===== src/rtl/ram_fifo_ctrl.sv =====
// ram_fifo_ctrl
//   FIFO controller in front of a 16x16 dual-port RAM. Port 0 is driven as a
//   write-only port, port 1 as a read-only port with a registered,
//   output-enabled data path. Keeps write/read pointers and an occupancy count,
//   and offers push/pop handshakes to producer and consumer.
//
// Optional feature (compile-time macro FIFO_ERR_EN):
//   When defined, adds sticky error flags ovf_err (push while full) and
//   udf_err (pop while empty and idle). When undefined, the ports do not exist
//   and illegal requests are silently ignored.
//
// Ports:
//   clk, reset_n             clock (rising edge), async active-low reset
//   push, push_data          producer request and word
//   push_ready               push accepted this cycle (FIFO not full)
//   pop, pop_ready           consumer request / accepted this cycle
//   rd_data, rd_valid        captured word and its one-cycle valid pulse
//   count                    occupied entries 0..DEPTH
//   ram_*0                   RAM port 0 (write only)
//   ram_*1, ram_rdata1       RAM port 1 (read only) and its data bus
//   ovf_err, udf_err         sticky error flags (FIFO_ERR_EN only)
//
// Read FSM:
//   state    | meaning
//   ---------+-------------------------------------------------------------
//   RD_IDLE  | port 1 idle; a pop is accepted when the FIFO is not empty
//   RD_ISSUE | cs1 high with address; RAM latches the word at end of cycle
//   RD_DRIVE | cs1 + op_en1 high; word captured, rd_ptr/count advance
//
// DEPTH must equal 2**ADDR_W so the pointers wrap naturally.

module ram_fifo_ctrl #(
  parameter int DATA_W = 16,
  parameter int ADDR_W = 4,
  parameter int DEPTH  = 16
) (
  input  logic              clk,
  input  logic              reset_n,
  input  logic              push,
  input  logic [DATA_W-1:0] push_data,
  output logic              push_ready,
  input  logic              pop,
  output logic              pop_ready,
  output logic [DATA_W-1:0] rd_data,
  output logic              rd_valid,
  output logic [ADDR_W:0]   count,
  output logic [ADDR_W-1:0] ram_ad0,
  output logic              ram_cs0,
  output logic              ram_w_en0,
  output logic              ram_op_en0,
  output logic [DATA_W-1:0] ram_wdata0,
  output logic [ADDR_W-1:0] ram_ad1,
  output logic              ram_cs1,
  output logic              ram_w_en1,
  output logic              ram_op_en1,
  input  logic [DATA_W-1:0] ram_rdata1
`ifdef FIFO_ERR_EN
  ,
  output logic              ovf_err,
  output logic              udf_err
`endif
);

  typedef enum logic [1:0] {
    RD_IDLE  = 2'd0,
    RD_ISSUE = 2'd1,
    RD_DRIVE = 2'd2
  } rd_state_t;

  localparam logic [ADDR_W:0] FULL_CNT = (ADDR_W+1)'(DEPTH);

  rd_state_t         rd_state;
  logic [ADDR_W-1:0] wr_ptr;
  logic [ADDR_W-1:0] rd_ptr;
  logic              push_acc;
  logic              pop_acc;
  logic              capture;

  assign push_ready = (count != FULL_CNT);
  assign pop_ready  = (rd_state == RD_IDLE) && (count != '0);

  // Gated with reset_n so the port-0 strobes drop the instant reset asserts,
  // even if the producer keeps push high.
  assign push_acc = push && push_ready && reset_n;
  assign pop_acc  = pop && pop_ready;
  assign capture  = (rd_state == RD_DRIVE);

  // Port 0: write only, strobes straight from the accepted push.
  assign ram_cs0    = push_acc;
  assign ram_w_en0  = push_acc;
  assign ram_ad0    = wr_ptr;
  assign ram_wdata0 = push_data;
  assign ram_op_en0 = 1'b0;

  // Port 1: read only; address follows rd_ptr, which only moves at capture.
  assign ram_ad1    = rd_ptr;
  assign ram_w_en1  = 1'b0;

  always_ff @(posedge clk or negedge reset_n) begin
    if (!reset_n) begin
      wr_ptr <= '0;
    end else if (push_acc) begin
      wr_ptr <= wr_ptr + ADDR_W'(1);
    end
  end

  // The word being read stays counted until capture, which keeps the writer
  // from reusing its slot while ISSUE/DRIVE are still in progress.
  always_ff @(posedge clk or negedge reset_n) begin
    if (!reset_n) begin
      count <= '0;
    end else begin
      case ({push_acc, capture})
        2'b10:   count <= count + (ADDR_W+1)'(1);
        2'b01:   count <= count - (ADDR_W+1)'(1);
        default: count <= count;
      endcase
    end
  end

  // Read FSM with registered port-1 strobes and capture outputs.
  always_ff @(posedge clk or negedge reset_n) begin
    if (!reset_n) begin
      rd_state   <= RD_IDLE;
      rd_ptr     <= '0;
      rd_data    <= '0;
      rd_valid   <= 1'b0;
      ram_cs1    <= 1'b0;
      ram_op_en1 <= 1'b0;
    end else begin
      rd_valid <= 1'b0;
      case (rd_state)
        RD_IDLE: begin
          if (pop_acc) begin
            rd_state   <= RD_ISSUE;
            ram_cs1    <= 1'b1;
            ram_op_en1 <= 1'b0;
          end
        end
        RD_ISSUE: begin
          rd_state   <= RD_DRIVE;
          ram_cs1    <= 1'b1;
          ram_op_en1 <= 1'b1;
        end
        RD_DRIVE: begin
          rd_data    <= ram_rdata1;
          rd_valid   <= 1'b1;
          rd_ptr     <= rd_ptr + ADDR_W'(1);
          rd_state   <= RD_IDLE;
          ram_cs1    <= 1'b0;
          ram_op_en1 <= 1'b0;
        end
        default: begin
          rd_state   <= RD_IDLE;
          ram_cs1    <= 1'b0;
          ram_op_en1 <= 1'b0;
        end
      endcase
    end
  end

`ifdef FIFO_ERR_EN
  always_ff @(posedge clk or negedge reset_n) begin
    if (!reset_n) begin
      ovf_err <= 1'b0;
      udf_err <= 1'b0;
    end else begin
      if (push && !push_ready) begin
        ovf_err <= 1'b1;
      end
      if (pop && (count == '0) && (rd_state == RD_IDLE)) begin
        udf_err <= 1'b1;
      end
    end
  end
`endif

endmodule


===== config.mk =====
export PLATFORM = sky130hd
export DESIGN_NAME = ram_fifo_ctrl
export DESIGN_NICKNAME = d
export VERILOG_FILES = /design/src/rtl/ram_fifo_ctrl.sv
export SDC_FILE = /design/constraint.sdc
export NUM_CORES = 1
export LEC_CHECK = 0
export BUFFER_PORTS_ARGS = -buffer_cell sky130_fd_sc_hd__buf_2
export CORE_AREA = 2 2 49 96
export CTS_CLUSTER_SIZE = 12
export DETAILED_ROUTE_END_ITERATION = 10
export DIE_AREA = 0 0 51 98
export GPL_TIMING_DRIVEN = 0
export HOLD_SLACK_MARGIN = 0.02
export PLACE_DENSITY = 0.71
export SYNTH_ARGS = -nofsm -noshare
export SYNTH_HDL_FRONTEND = slang
export SYNTH_SLANG_ARGS = --single-unit

===== constraint.sdc =====
create_clock -name clk -period 4.1 [get_ports clk]
set_input_delay 0.82 -clock clk [delete_from_list [all_inputs] [get_ports clk]]
set_output_delay 0.82 -clock clk [all_outputs]
set_load 0.03 [all_outputs]

After elaboration in Yosys (flattened, before gate mapping)
Cells that the tools add are included.
- register bits after elaboration: 34
- output and inout bits: 54
- word-level logic and storage cells: 33
- add/subtract/negate cells: 4
- eq/ne operators: 6
- mux-type cells: 8
- reduce and logical (&&, ||, !) cells: 7
- operators by type and width (cell ; count):
    one-hot mux 5 bit (2 select lines) ; 1
    adder 4 x 1 -> 4 bit, second input constant ; 2
    adder 5 x 1 -> 5 bit, second input constant ; 1
    inequality test 5 bit, second input constant ; 1
    nonzero test 5 bit ; 1
    subtractor 5 x 1 -> 5 bit, second input constant ; 1
    == test 2 x 1 -> 1 bit, second input constant ; 2
    == test 2 bit, second input constant ; 2
    logical AND 1 bit ; 4
    one-hot mux 1 bit (2 select lines) ; 2
    one-hot mux 2 bit (2 select lines) ; 1
    2-to-1 mux 1 bit ; 3
    zero test 2 bit ; 1
    2-to-1 mux 2 bit ; 1
    inequality test 2 bit, second input constant ; 1
    nonzero test 2 bit ; 1

Logic depth before layout (Yosys ltp)
Gate-level depths: netlist of run 1.
- depth after elaboration: 5
- mapped depth: 8

Worst setup path before layout of run 1
OpenSTA, ideal clock, no wires.
- kind: input -> register
- from: in reset_n
- to: reg count[4]
- library setup time: 0.131 ns
- data arrival time: 2.745 ns
- setup slack: 1.224 ns
- cell stages on the path: 8
- buffers on the path: 0
- path through: nand2_1 a21oi_2 inv_1 ha_1 ha_1 or4b_1 o311ai_1 o211ai_1
- longest elaborated chain between the ends: 3
- elaborated cells between the ends (all ways): 5
- ends and longest elaborated chain (what ; RTL line ; RTL):
    start: declaration ; 38 ; input logic reset_n,
    logical AND 1 bit (*) ; 84 ; assign push_acc = push && push_ready && reset_n;
    named net ram_cs0 ; 48 ; output logic ram_cs0,
    == test 2 x 1 -> 1 bit / == test 2 bit (equally long branches) ; 113 ; case ({push_acc, capture})
    one-hot mux 5 bit (2 select lines) / nonzero test 2 bit (equally long branches) ; - ;
    end signal: assignment ; 114 ; 2'b10: count <= count + (ADDR_W+1)'(1);
    end signal: assignment ; 115 ; 2'b01: count <= count - (ADDR_W+1)'(1);
    end signal: assignment ; 116 ; default: count <= count;
    end: declaration ; 46 ; output logic [ADDR_W:0] count,
The timed path passes the listed nets; every way through them passes the cells marked *.
A chain may end at the register's enable or synchronous reset.

Final worst setup path of run 1
- from: in reset_n
- to: reg count[4]
- longest elaborated chain between the ends: 3
- elaborated cells between the ends (all ways): 5
- ends and longest elaborated chain (what ; RTL line):
    logical AND 1 bit (*) ; 84
    == test 2 x 1 -> 1 bit / == test 2 bit (equally long branches) ; 113
    one-hot mux 5 bit (2 select lines) / nonzero test 2 bit (equally long branches) ; -
Every way passes the cells marked *; elsewhere a longest branch is shown, timed or not.

==> reports/metrics.csv, run 1 <==
stage,metric,value,unit
outcome,status,"finished, final reports clean",
clock_network,TritonCTS clock tree,yes,
worst_setup_path,Crit path largest cell delay,0.57,ns
worst_setup_path,crit-path cells,"buf_2, nand2_1, a21oi_2, inv_1, ha_1, fa_1, a21oi_1, mux2_2, o211ai_1",
sta,Clock Skews,0.00398,ns
clock_network,post-CTS setup buffers,0,
floorplan,Die Area,5000,sq um
sta,Hold Fails Final Rpt,0,
power_and_ir_drop,PD cells,889,nW/um^2
sta,Final setup viols,0,
routing,DRT antenna net count,0,
routing,Routed wire per std cell,11.6,um
clock_network,Resized cells post-CTS,0,
placement,Cells after DPL,260,
power_and_ir_drop,worst IR drop on VDD,333,uV
synthesis,cells after synthesis,134,
final_layout,n_diodes,0,
power_and_ir_drop,Pleak,0.00108,uW
sta,actual slew at the worst max-slew pin,0.740,ns
sta,Max transition margin,0.507,
worst_setup_path,type of the worst setup path,in -> reg,
worst_setup_path,Worst EP arrival,3.46,ns
final_layout,layout cell share with drive strength beyond 1,0.568,
clock_network,Skew-Pair Late Insertion Delay,0.27,ns
worst_setup_path,Critical Path Source Type,input port,
floorplan,io pins,90,
synthesis,"FFs w/ async S/R, synth",1.00,
placement,Placer Congestion,0.731,
global_route,largest net degree at the start of global routing,36,
synthesis,"EDFF count, synth",0,
final_layout,synth-to-layout area growth,31.1,%
hold_path,Hold Crit Class,reg -> reg,
final_layout,number of fill cells in the layout,401,
synthesis,distinct cell type count after synthesis,30,
placement,Port-buffer cells,71,
global_route,initial antenna violation count,0,
synthesis,"flops & latches, synth",33,
routing,detailed-route DRC error count,0,
floorplan,Die Span Y,98,um
floorplan,row count,34,
global_route,"Remaining Overflow, GRT",0,
flow_run,MaxCap Viol Count,0,
synthesis,warnings from Yosys,0,
sta,Max Clock Freq,306,MHz
clock_network,CTS Hold Bufs,0,
worst_setup_path,slowest CP cell,buf_2,
placement,placed wire-length estimate,2490,um
worst_setup_path,Critical Path RT,4.29,ns
synthesis,mapped cell area,1650,sq um
placement,pre-CTS setup slack,0.490,ns
routing,WL final,3100,um
global_route,first-pass GRT wire length,4760,um
synthesis,sequential area share after synthesis,0.500,
floorplan,initial cell density of the core,0.384,
routing,vias post-DR,1277,
worst_setup_path,crit path max fanout,35,
final_layout,Nets,256,
final_layout,"most common cell after layout, fill and taps aside",buf_2,
sta,post-route setup TNS,0,ns
final_layout,final non-filler cell total,267,
sta,fin crit share,0.797,
sta,setup slack after layout,0.832,ns
clock_network,clock tree sinks,33,
synthesis,"Avg Cell Area, Syn",12.3,sq um
global_route,vias in the first global route,1076,
routing,via/cell ratio,4.78,
sta,Max Slew Vio Count,0,
sta,RSZ-0062 raised after global routing,false,
final_layout,post-layout util,0.504,
clock_network,CTS root buffer,clkbuf_8,
synthesis,most common flop cell mapped by yosys,dfrtp_1,
worst_setup_path,Worst setup EP type,flop,
clock_network,CTS Buf Count,5,
final_layout,most frequent cells in the layout,"buf_2 (73), dfrtp_1 (33), buf_4 (21)",
global_route,GRT Total Usage,0.125,
routing,DRT iter0 DRCs,6,
routing,DRT Pass-1 Iters,4,
clock_network,H-tree depth,2,
clock_network,CTS Buffer Depth,2,
floorplan,die width,51,um
clock_network,Worst-path clk slew,0.06,ns
floorplan,core area,4300,sq um
sta,shortest period the worst path allows,3.27,ns
[worst max-delay path, delay by kind of cell]
| family | cells | cell delay, ns |
|---|---|---|
| AND/OR/NAND/NOR | 1 | 0.18 |
| multiplexers | 1 | 0.35 |
| adder cells (fa/ha/maj) | 2 | 0.81 |
| buffers and inverters | 2 | 0.65 |
| AO/OA/AOI/OAI | 3 | 0.64 |
[worst paths after layout]
check / endpoint / slack (ns) / start / depth (start not counted)
setup / recovery: count[4] / 0.83 / reset_n / 9
hold / removal: ram_ad1[3] / 0.47 / ram_ad1[3] / 1
setup reg to reg: count[4] / 1.39 / count[1] / 8
hold reg to reg: ram_ad1[3] / 0.47 / ram_ad1[3] / 1
max in group asynchronous: ram_op_en1 / 3.02 / reset_n / 1
min in group asynchronous: rd_data[0] / 0.61 / reset_n / 1
[logic make-up after synthesis]
kind of cell | after synthesis | share of synthesized area
other | 1 | 0.00227
muxes | 20 | 0.139
buffers and inverters | 26 | 0.108
adders and majority gates | 7 | 0.0576
xor gates and xnor gates | 8 | 0.0424
and+or+nand+nor | 25 | 0.0970
DFF | 33 | 0.500
AOI/OAI and AO/OA | 14 | 0.0538
[report_power, final]
part           total [uW]  internal, uW  leakage [uW]  switching (uW)
clock network         236           133     0.0000443             103
registers             628           494      0.000395             134
logic                1060           404      0.000638             656
[through the flow]
stage / hold slack, ns / instance area [sq um] / total power, uW
6_report: 0.472 / 2160 / 1920
5_1_grt: 0.501 / 2160 / 2060
4_1_cts: 0.472 / 2160 / 1950
3_5_place_dp: 0.463 / 2080 / 1710
3_3_place_gp: 0.457 / 2080 / 1690
2_1_floorplan: 0.472 / 1660 / 1410
[Yosys cell counts, types with 2 or more instances]
| library cell | number | area, sq um |
|---|---|---|
| inv_1 | 3 | 11.3 |
| or4_1 | 2 | 15.0 |
| o21ai_0 | 2 | 10.0 |
| mux2_2 | 18 | 203 |
| nand2_1 | 4 | 15.0 |
| xnor2_1 | 4 | 35.0 |
| a21oi_1 | 6 | 30.0 |
| nor2b_1 | 2 | 12.5 |
| nor3b_1 | 5 | 37.5 |
| buf_4 | 21 | 158 |
| buf_2 | 2 | 10.0 |
| ha_1 | 6 | 75.1 |
| nand3_1 | 5 | 25.0 |
| dfrtp_1 | 33 | 826 |
| xor2_1 | 4 | 35.0 |
| nor3_1 | 2 | 10.0 |
| nor2_1 | 2 | 7.51 |
[flip-flops by register name, summed over array words and instances, names as in the netlist]
name and count:
rd_data 16, count 5, ram_ad0 4, ram_ad1 4
ram_cs1 1, ram_op_en1 1, rd_state 1, rd_valid 1
[layer usage]
metal  up-vias  share of wire  routed length, um  global-route usage
met5         -              0                  0                   0
met4         0          0.020                 61              0.0624
met3         4          0.076                236              0.0245
met2        61           0.54               1680               0.239
met1       608           0.36               1130               0.117
li1        604              -                  -                   -
[final cells by class]
type / instances / area (sq um) / area share
Inverter: 3 / 11.3 / 0.00520
Sequential cell: 33 / 826 / 0.382
Timing Repair Buffer: 71 / 355 / 0.164
Buffer: 23 / 168 / 0.0775
Clock buffer: 7 / 86.3 / 0.0399
Multi-Input combinational cell: 76 / 651 / 0.301
Tap cell: 54 / 67.6 / 0.0312
Power figures use the tool's default switching activity.
==> run 2, diff against run 1 <==
--- a/config.mk
+++ b/config.mk
@@ -12,7 +12,7 @@
 export DIE_AREA = 0 0 51 98
 export GPL_TIMING_DRIVEN = 0
 export HOLD_SLACK_MARGIN = 0.02
-export PLACE_DENSITY = 0.71
+export PLACE_DENSITY = 0.74
 export SYNTH_ARGS = -nofsm -noshare
 export SYNTH_HDL_FRONTEND = slang
 export SYNTH_SLANG_ARGS = --single-unit
==> constraint.sdc (replaced) <==
create_clock -name clk -period 2.8 [get_ports clk]
set_input_delay 0.56 -clock clk [delete_from_list [all_inputs] [get_ports clk]]
set_output_delay 0.56 -clock clk [all_outputs]
set_load 0.03 [all_outputs]
==> reports/metrics.csv, run 2 (same netlist as run 1, synthesis figures left out) <==
stage,metric,value,unit,change
outcome,status,"finished, final reports clean",,unchanged
sta,Max Clock Freq,386,MHz,
clock_network,TritonCTS clock tree,yes,,unchanged
routing,DRT Pass-1 Iters,4,,unchanged
clock_network,clock tree sinks,33,,unchanged
floorplan,row count,34,,unchanged
worst_setup_path,crit path max fanout,10,,was 35
clock_network,Skew-Pair Late Insertion Delay,0.27,ns,about the same
worst_setup_path,Worst EP arrival,2.74,ns,was 3.46 ns
power_and_ir_drop,Combinational Power Share,0.560,,was 0.551
final_layout,Largest register FFs,16,,unchanged
sta,Final setup viols,0,,unchanged
global_route,"Remaining Overflow, GRT",0,,unchanged
worst_setup_path,Critical Path RT,2.95,ns,was 4.29 ns
power_and_ir_drop,Power Total,2790,uW,was 1920 uW
global_route,vias in the first global route,1224,,was 1076
placement,Port-buffer cells,71,,unchanged
power_and_ir_drop,Pleak,0.00107,uW,was 0.00108 uW
power_and_ir_drop,PD cells,1290,nW/um^2,was 889 nW/um^2
global_route,largest net degree at the start of global routing,36,,unchanged
routing,Routed wire per std cell,12.0,um,was 11.6 um
power_and_ir_drop,Sequential Power Share,0.329,,was 0.326
clock_network,H-tree depth,2,,unchanged
routing,detailed-route DRC error count,0,,unchanged
worst_setup_path,Critical Path Source Type,flop,,was input port
placement,pre-CTS setup slack,-0.562,ns,was 0.490 ns
floorplan,Die Area,5000,sq um,unchanged
clock_network,Worst-path clk slew,0.06,ns,about the same
floorplan,core area,4300,sq um,unchanged
final_layout,largest reg by FF count,rd_data,,unchanged
sta,Clock Skews,0.00265,ns,was 0.00398 ns
power_and_ir_drop,Net Sw Frac,0.469,,was 0.464
power_and_ir_drop,worst IR drop on VDD,493,uV,was 333 uV
global_route,GRT Total Usage,0.135,,was 0.125
power_and_ir_drop,P_sw,1310,uW,was 893 uW
sta,setup slack after layout,0.209,ns,was 0.832 ns
final_layout,most frequent cells in the layout,"buf_2 (72), dfrtp_1 (33), buf_4 (21)",,"was buf_2 (73), dfrtp_1 (33), buf_4 (21)"
final_layout,Nets,256,,unchanged
worst_setup_path,type of the worst setup path,reg -> reg,,was in -> reg
worst_setup_path,Worst setup EP type,flop,,unchanged
routing,DRT iter0 DRCs,11,,was 6
sta,RSZ-0062 raised after global routing,false,,unchanged
flow_run,MaxCap Viol Count,0,,unchanged
placement,placed wire-length estimate,2630,um,was 2490 um
final_layout,"most common cell after layout, fill and taps aside",buf_2,,unchanged
floorplan,initial cell density of the core,0.384,,unchanged
routing,via/cell ratio,4.71,,was 4.78
placement,Placer Congestion,0.742,,was 0.731
clock_network,CTS root buffer,clkbuf_8,,unchanged
global_route,initial antenna violation count,0,,unchanged
clock_network,CTS Buffer Depth,2,,unchanged
floorplan,io pins,90,,unchanged
sta,Hold Fails Final Rpt,0,,unchanged
sta,Max Slew Vio Count,0,,unchanged
floorplan,Die Span Y,98,um,unchanged
floorplan,die width,51,um,unchanged
clock_network,CTS Buf Count,5,,unchanged
final_layout,synth-to-layout area growth,30.8,%,was 31.1%
sta,shortest period the worst path allows,2.59,ns,
final_layout,largest registers,"rd_data: 16 flops, count: 5 flops",,unchanged
clock_network,CTS Hold Bufs,0,,unchanged
routing,WL final,3200,um,was 3100 um
global_route,first-pass GRT wire length,5260,um,was 4760 um
hold_path,Hold Crit Class,in -> async,,was reg -> reg
routing,vias post-DR,1253,,was 1277
final_layout,n_diodes,0,,unchanged
final_layout,number of fill cells in the layout,413,,was 401
sta,fin crit share,0.925,,
clock_network,post-CTS setup buffers,0,,unchanged
final_layout,layout cell share with drive strength beyond 1,0.575,,was 0.568
power_and_ir_drop,share of total power in the clock network,0.111,,was 0.122
power_and_ir_drop,P_int,1480,uW,was 1030 uW
routing,DRT antenna net count,0,,unchanged
[run 2: cell types whose count changed in the layout (fill, tap and decap cells not counted)]
cell / change
buf_2: -1
buf_6: +1
clkbuf_1: -1
clkbuf_8: -1
clkinv_2: +1
ha_1: -1
ha_2: +1
[run 2: path summary, 6_finish.rpt]
check / from / endpoint / slack, ns / cells past startpoint
min in group clk: ram_ad0[3] / ram_ad0[3] / 0.47 / 1
setup reg to reg: count[1] / count[4] / 0.21 / 8
hold / removal: reset_n / rd_data[4] / 0.15 / 1
setup / recovery: count[1] / count[4] / 0.21 / 8
max in group asynchronous: reset_n / count[0] / 2.40 / 1
hold reg to reg: ram_ad0[3] / ram_ad0[3] / 0.47 / 1
[run 2: what timing repair did]
action                                  in CTS  in global routing
endpoints found under the setup margin       2                  1
resized for setup                            2                  1
pin swaps                                    0                  1
[run 2: power groups by stage]
stage / Sequential (uW) / Clock [uW] / Combinational [uW]
after floorplan: 1380 / 0 / 694
after global placement: 921 / 0 / 1550
after detailed placement: 931 / 0 / 1580
after CTS: 923 / 324 / 1580
after global routing: 960 / 347 / 1690
final: 919 / 311 / 1560
[run 2: worst max-delay path, stage by stage (launching register included)]
cell and delay [ns]:
dfrtp_1 0.47, nor4_4 0.40, a21oi_2 0.17, inv_1 0.09, ha_2 0.29, ha_1 0.33, or4b_1 0.53, o311ai_1 0.10
o211ai_1 0.11
[run 2: cell type report]
cell class,instances,area [sq um],area share
Sequential cell,33,826,0.382
Multi-Input combinational cell,76,653,0.302
Timing Repair Buffer,71,362,0.167
Buffer,23,168,0.0776
Clock buffer,5,68.8,0.0318
Tap cell,54,67.6,0.0313
Inverter,3,11.3,0.00521
Clock inverter,1,5.00,0.00232
[run 2: stage by stage]
stage               instances  hold WS (ns)  setup TNS [ns]  area [sq um]   util
CTS                       266         0.161               0          2160  0.502
global route              266         0.168               0          2160  0.503
finish                    266         0.154               0          2160  0.503
detailed placement        260         0.464           -1.26          2080  0.484
global placement          260         0.455           -1.11          2080  0.484
floorplan                 135         0.264               0          1660      -
[run 2: per-layer routing]
| layer | share of wire | GRT usage | vias up | routed length [um] |
|---|---|---|---|---|
| li1 | - | - | 599 | - |
| met1 | 0.35 | 0.132 | 577 | 1120 |
| met2 | 0.54 | 0.256 | 70 | 1740 |
| met3 | 0.086 | 0.0260 | 7 | 276 |
| met4 | 0.020 | 0.0624 | 0 | 64 |
| met5 | 0 | 0 | - | 0 |
==> run 3, diff against run 2 <==
--- a/config.mk
+++ b/config.mk
@@ -5,6 +5,7 @@
 export SDC_FILE = /design/constraint.sdc
 export NUM_CORES = 1
 export LEC_CHECK = 0
+export ABC_AREA = 1
 export BUFFER_PORTS_ARGS = -buffer_cell sky130_fd_sc_hd__buf_2
 export CORE_AREA = 2 2 49 96
 export CTS_CLUSTER_SIZE = 12
==> reports/metrics.csv, run 3 <==
stage,metric,value,unit,change
routing,DRT iter0 DRCs,9,,was 11
power_and_ir_drop,worst IR drop on VDD,567,uV,was 493 uV
worst_setup_path,Critical Path Source Type,input port,,was flop
worst_setup_path,type of the worst setup path,in -> reg,,was reg -> reg
synthesis,sequential area share after synthesis,0.500,,unchanged
synthesis,largest area contributor in the netlist,dfrtp_1,,unchanged
clock_network,CTS root buffer,clkbuf_8,,unchanged
synthesis,top-area cell type share of the netlist area,0.500,,unchanged
synthesis,warnings from Yosys,0,,unchanged
worst_setup_path,slack of the worst reg-to-reg path,0.67,ns,was 0.21 ns
clock_network,post-CTS setup buffers,0,,unchanged
sta,Hold Fails Final Rpt,0,,unchanged
synthesis,distinct cell type count after synthesis,22,,was 30
sta,fin crit share,0.872,,was 0.925
routing,WL final,3440,um,was 3200 um
final_layout,n_diodes,0,,unchanged
synthesis,mapped cell area,1650,sq um,unchanged
clock_network,Skew-Pair Late Insertion Delay,0.27,ns,about the same
sta,Max transition margin,0.499,,
global_route,largest net degree at the start of global routing,35,,was 36
global_route,initial antenna violation count,0,,unchanged
final_layout,largest reg by FF count,rd_data,,unchanged
floorplan,die width,51,um,unchanged
sta,actual slew at the worst max-slew pin,0.751,ns,
clock_network,CTS Hold Bufs,0,,unchanged
global_route,"Remaining Overflow, GRT",0,,unchanged
synthesis,"Avg Cell Area, Syn",8.88,sq um,was 12.3 sq um
worst_setup_path,Crit path largest cell delay,0.58,ns,was 0.53 ns
final_layout,area occupied by multi-input gates,609,sq um,was 653 sq um
final_layout,Nets,308,,was 256
sta,Clock Skews,0.00435,ns,was 0.00265 ns
synthesis,"flops & latches, synth",33,,unchanged
routing,via/cell ratio,4.44,,was 4.71
clock_network,Worst-path clk slew,0.06,ns,about the same
synthesis,top-count cell post-synth,nand2_1,,was dfrtp_1
final_layout,"most common cell after layout, fill and taps aside",nand2_1,,was buf_2
clock_network,CTS Buf Count,5,,unchanged
final_layout,Largest register FFs,16,,unchanged
placement,Cells after DPL,312,,was 260
floorplan,Die Area,5000,sq um,unchanged
routing,Routed wire per std cell,10.8,um,was 12.0 um
clock_network,Resized cells post-CTS,0,,was 2
worst_setup_path,Critical Path RT,2.97,ns,was 2.95 ns
sta,RSZ-0062 raised after global routing,false,,unchanged
final_layout,number of fill cells in the layout,438,,was 413
routing,vias post-DR,1417,,was 1253
worst_setup_path,slowest CP cell,buf_2,,was or4b_1
routing,DRT Pass-1 Iters,4,,unchanged
sta,Final setup viols,0,,unchanged
worst_setup_path,crit path max fanout,34,,was 10
synthesis,"EDFF count, synth",0,,unchanged
worst_setup_path,Critical Path Most Common Cell,nand2_1,,
power_and_ir_drop,Pleak,0.00128,uW,was 0.00107 uW
synthesis,cells after synthesis,186,,was 134
global_route,vias in the first global route,1453,,was 1224
placement,Placer Congestion,0.760,,was 0.742
routing,DRT antenna net count,0,,unchanged
hold_path,Hold Crit Class,in -> async,,unchanged
outcome,status,"finished, final reports clean",,unchanged
final_layout,Reg area,826,sq um,unchanged
clock_network,CTS Buffer Depth,2,,unchanged
sta,Max Slew Vio Count,0,,unchanged
worst_setup_path,Worst setup EP type,flop,,unchanged
final_layout,largest registers,"rd_data: 16 flops, count: 5 flops",,unchanged
synthesis,"FFs w/ async S/R, synth",1.00,,unchanged
placement,placed wire-length estimate,2690,um,was 2630 um
worst_setup_path,crit path from,reset_n,,was count[1]
worst_setup_path,Worst EP arrival,2.61,ns,was 2.74 ns
clock_network,H-tree depth,2,,unchanged
floorplan,initial cell density of the core,0.384,,unchanged
worst_setup_path,crit-path cells,"buf_2, nand2_1, inv_1, nand2_4, ha_1, ha_1, or2_2, nand3_1, nand2_1, nand2_1, nand2_1",,"was nor4_4, a21oi_2, inv_1, ha_2, ha_1, or4b_1, o311ai_1, o211ai_1"
worst_setup_path,worst reg2reg path startpoint,rd_state[0],,was count[1]
global_route,GRT Total Usage,0.151,,was 0.135
floorplan,Die Span Y,98,um,unchanged
global_route,first-pass GRT wire length,5840,um,was 5260 um
placement,Port-buffer cells,71,,unchanged
clock_network,clock tree sinks,33,,unchanged
final_layout,synth-to-layout area growth,31.1,%,was 30.8%
sta,shortest period the worst path allows,2.44,ns,was 2.59 ns
floorplan,core area,4300,sq um,unchanged
routing,detailed-route DRC error count,0,,unchanged
synthesis,ranking of synthesized cells by area,"dfrtp_1 (50%), nand2_1 (18%), buf_4 (8.6%), ha_1 (4.5%), xnor2_1 (3.2%)",,"was dfrtp_1 (50%), mux2_2 (12%), buf_4 (9.5%), ha_1 (4.5%), nor3b_1 (2.3%)"
final_layout,final non-filler cell total,319,,was 266
clock_network,TritonCTS clock tree,yes,,unchanged
synthesis,Post-synth top cells,"nand2_1 (81), dfrtp_1 (33), buf_4 (19), inv_1 (9), nand3_1 (8)",,"was dfrtp_1 (33), buf_4 (21), mux2_2 (18), a21oi_1 (6), ha_1 (6)"
worst_setup_path,Top Family by Delay on Critical Path,simple AND/OR/NAND/NOR gates,,unchanged
sta,worst hold margin,0.348,ns,was 0.154 ns
worst_setup_path,Buf/Inv on CP,2,,was 1
sta,post-route setup TNS,0,ns,unchanged
final_layout,layout cell share with drive strength beyond 1,0.408,,was 0.575
flow_run,MaxCap Viol Count,0,,unchanged
final_layout,post-layout util,0.504,,was 0.503
sta,Max Clock Freq,410,MHz,was 386 MHz
floorplan,row count,34,,unchanged
final_layout,most frequent cells in the layout,"nand2_1 (81), buf_2 (71), dfrtp_1 (33)",,"was buf_2 (72), dfrtp_1 (33), buf_4 (21)"
floorplan,io pins,90,,unchanged
power_and_ir_drop,PD cells,1280,nW/um^2,was 1290 nW/um^2
synthesis,most common flop cell mapped by yosys,dfrtp_1,,unchanged
==> run 3: cell types whose count changed after synthesis, sizes merged, moves of 3 or more <==
cell | previous run | this run
inv | 3 | 11
nor3b | 5 | 0
xor2 | 4 | 1
mux2 | 20 | 0
nand3 | 5 | 9
nand2 | 4 | 83
a21oi | 7 | 2
nor2 | 2 | 8
==> run 3: cell type report <==
type	instances	area share
Timing Repair Buffer	71	0.164
Sequential cell	33	0.382
Multi-Input combinational cell	121	0.282
Clock buffer	7	0.0399
Buffer	22	0.0827
Inverter	11	0.0191
Tap cell	54	0.0312
==> run 3: kinds of logic after synthesis <==
kind of cell	after synthesis	share of synthesized area
AND/OR/NAND/NOR	101	0.253
buffers and inverters	33	0.133
other	1	0.00227
adder cells (fa/ha/maj)	7	0.0576
AO/OA/AOI/OAI	4	0.0121
XOR/XNOR	7	0.0417
flip-flops	33	0.500
==> run 3: through the flow <==
stage	area [sq um]	total power [uW]	worst slack [ns]
6_report	2160	2780	0.359
5_1_grt	2160	3020	0.0454
3_3_place_gp	2080	2420	0.0485
2_1_floorplan	1660	2030	0.537
3_5_place_dp	2080	2460	0.00558
4_1_cts	2160	2830	0.307
==> run 3: report_power, final <==
part | internal (uW) | switching (uW) | total [uW]
clock network | 195 | 156 | 351
logic | 508 | 1030 | 1530
registers | 711 | 184 | 895
==> run 3: routing by layer <==
layer  track usage  share of wire
met1         0.142           0.36
met2         0.283           0.55
met3        0.0352          0.074
met4        0.0811          0.020
met5             0              0
==> run 3: worst paths after layout <==
check                              to  cells past startpoint
max in group asynchronous  rd_data[0]                      1
setup / recovery             count[4]                     11
hold reg to reg            rd_data[3]                      2
setup reg to reg             count[4]                     11
hold / removal             rd_data[5]                      1
min in group clk           rd_data[3]                      2
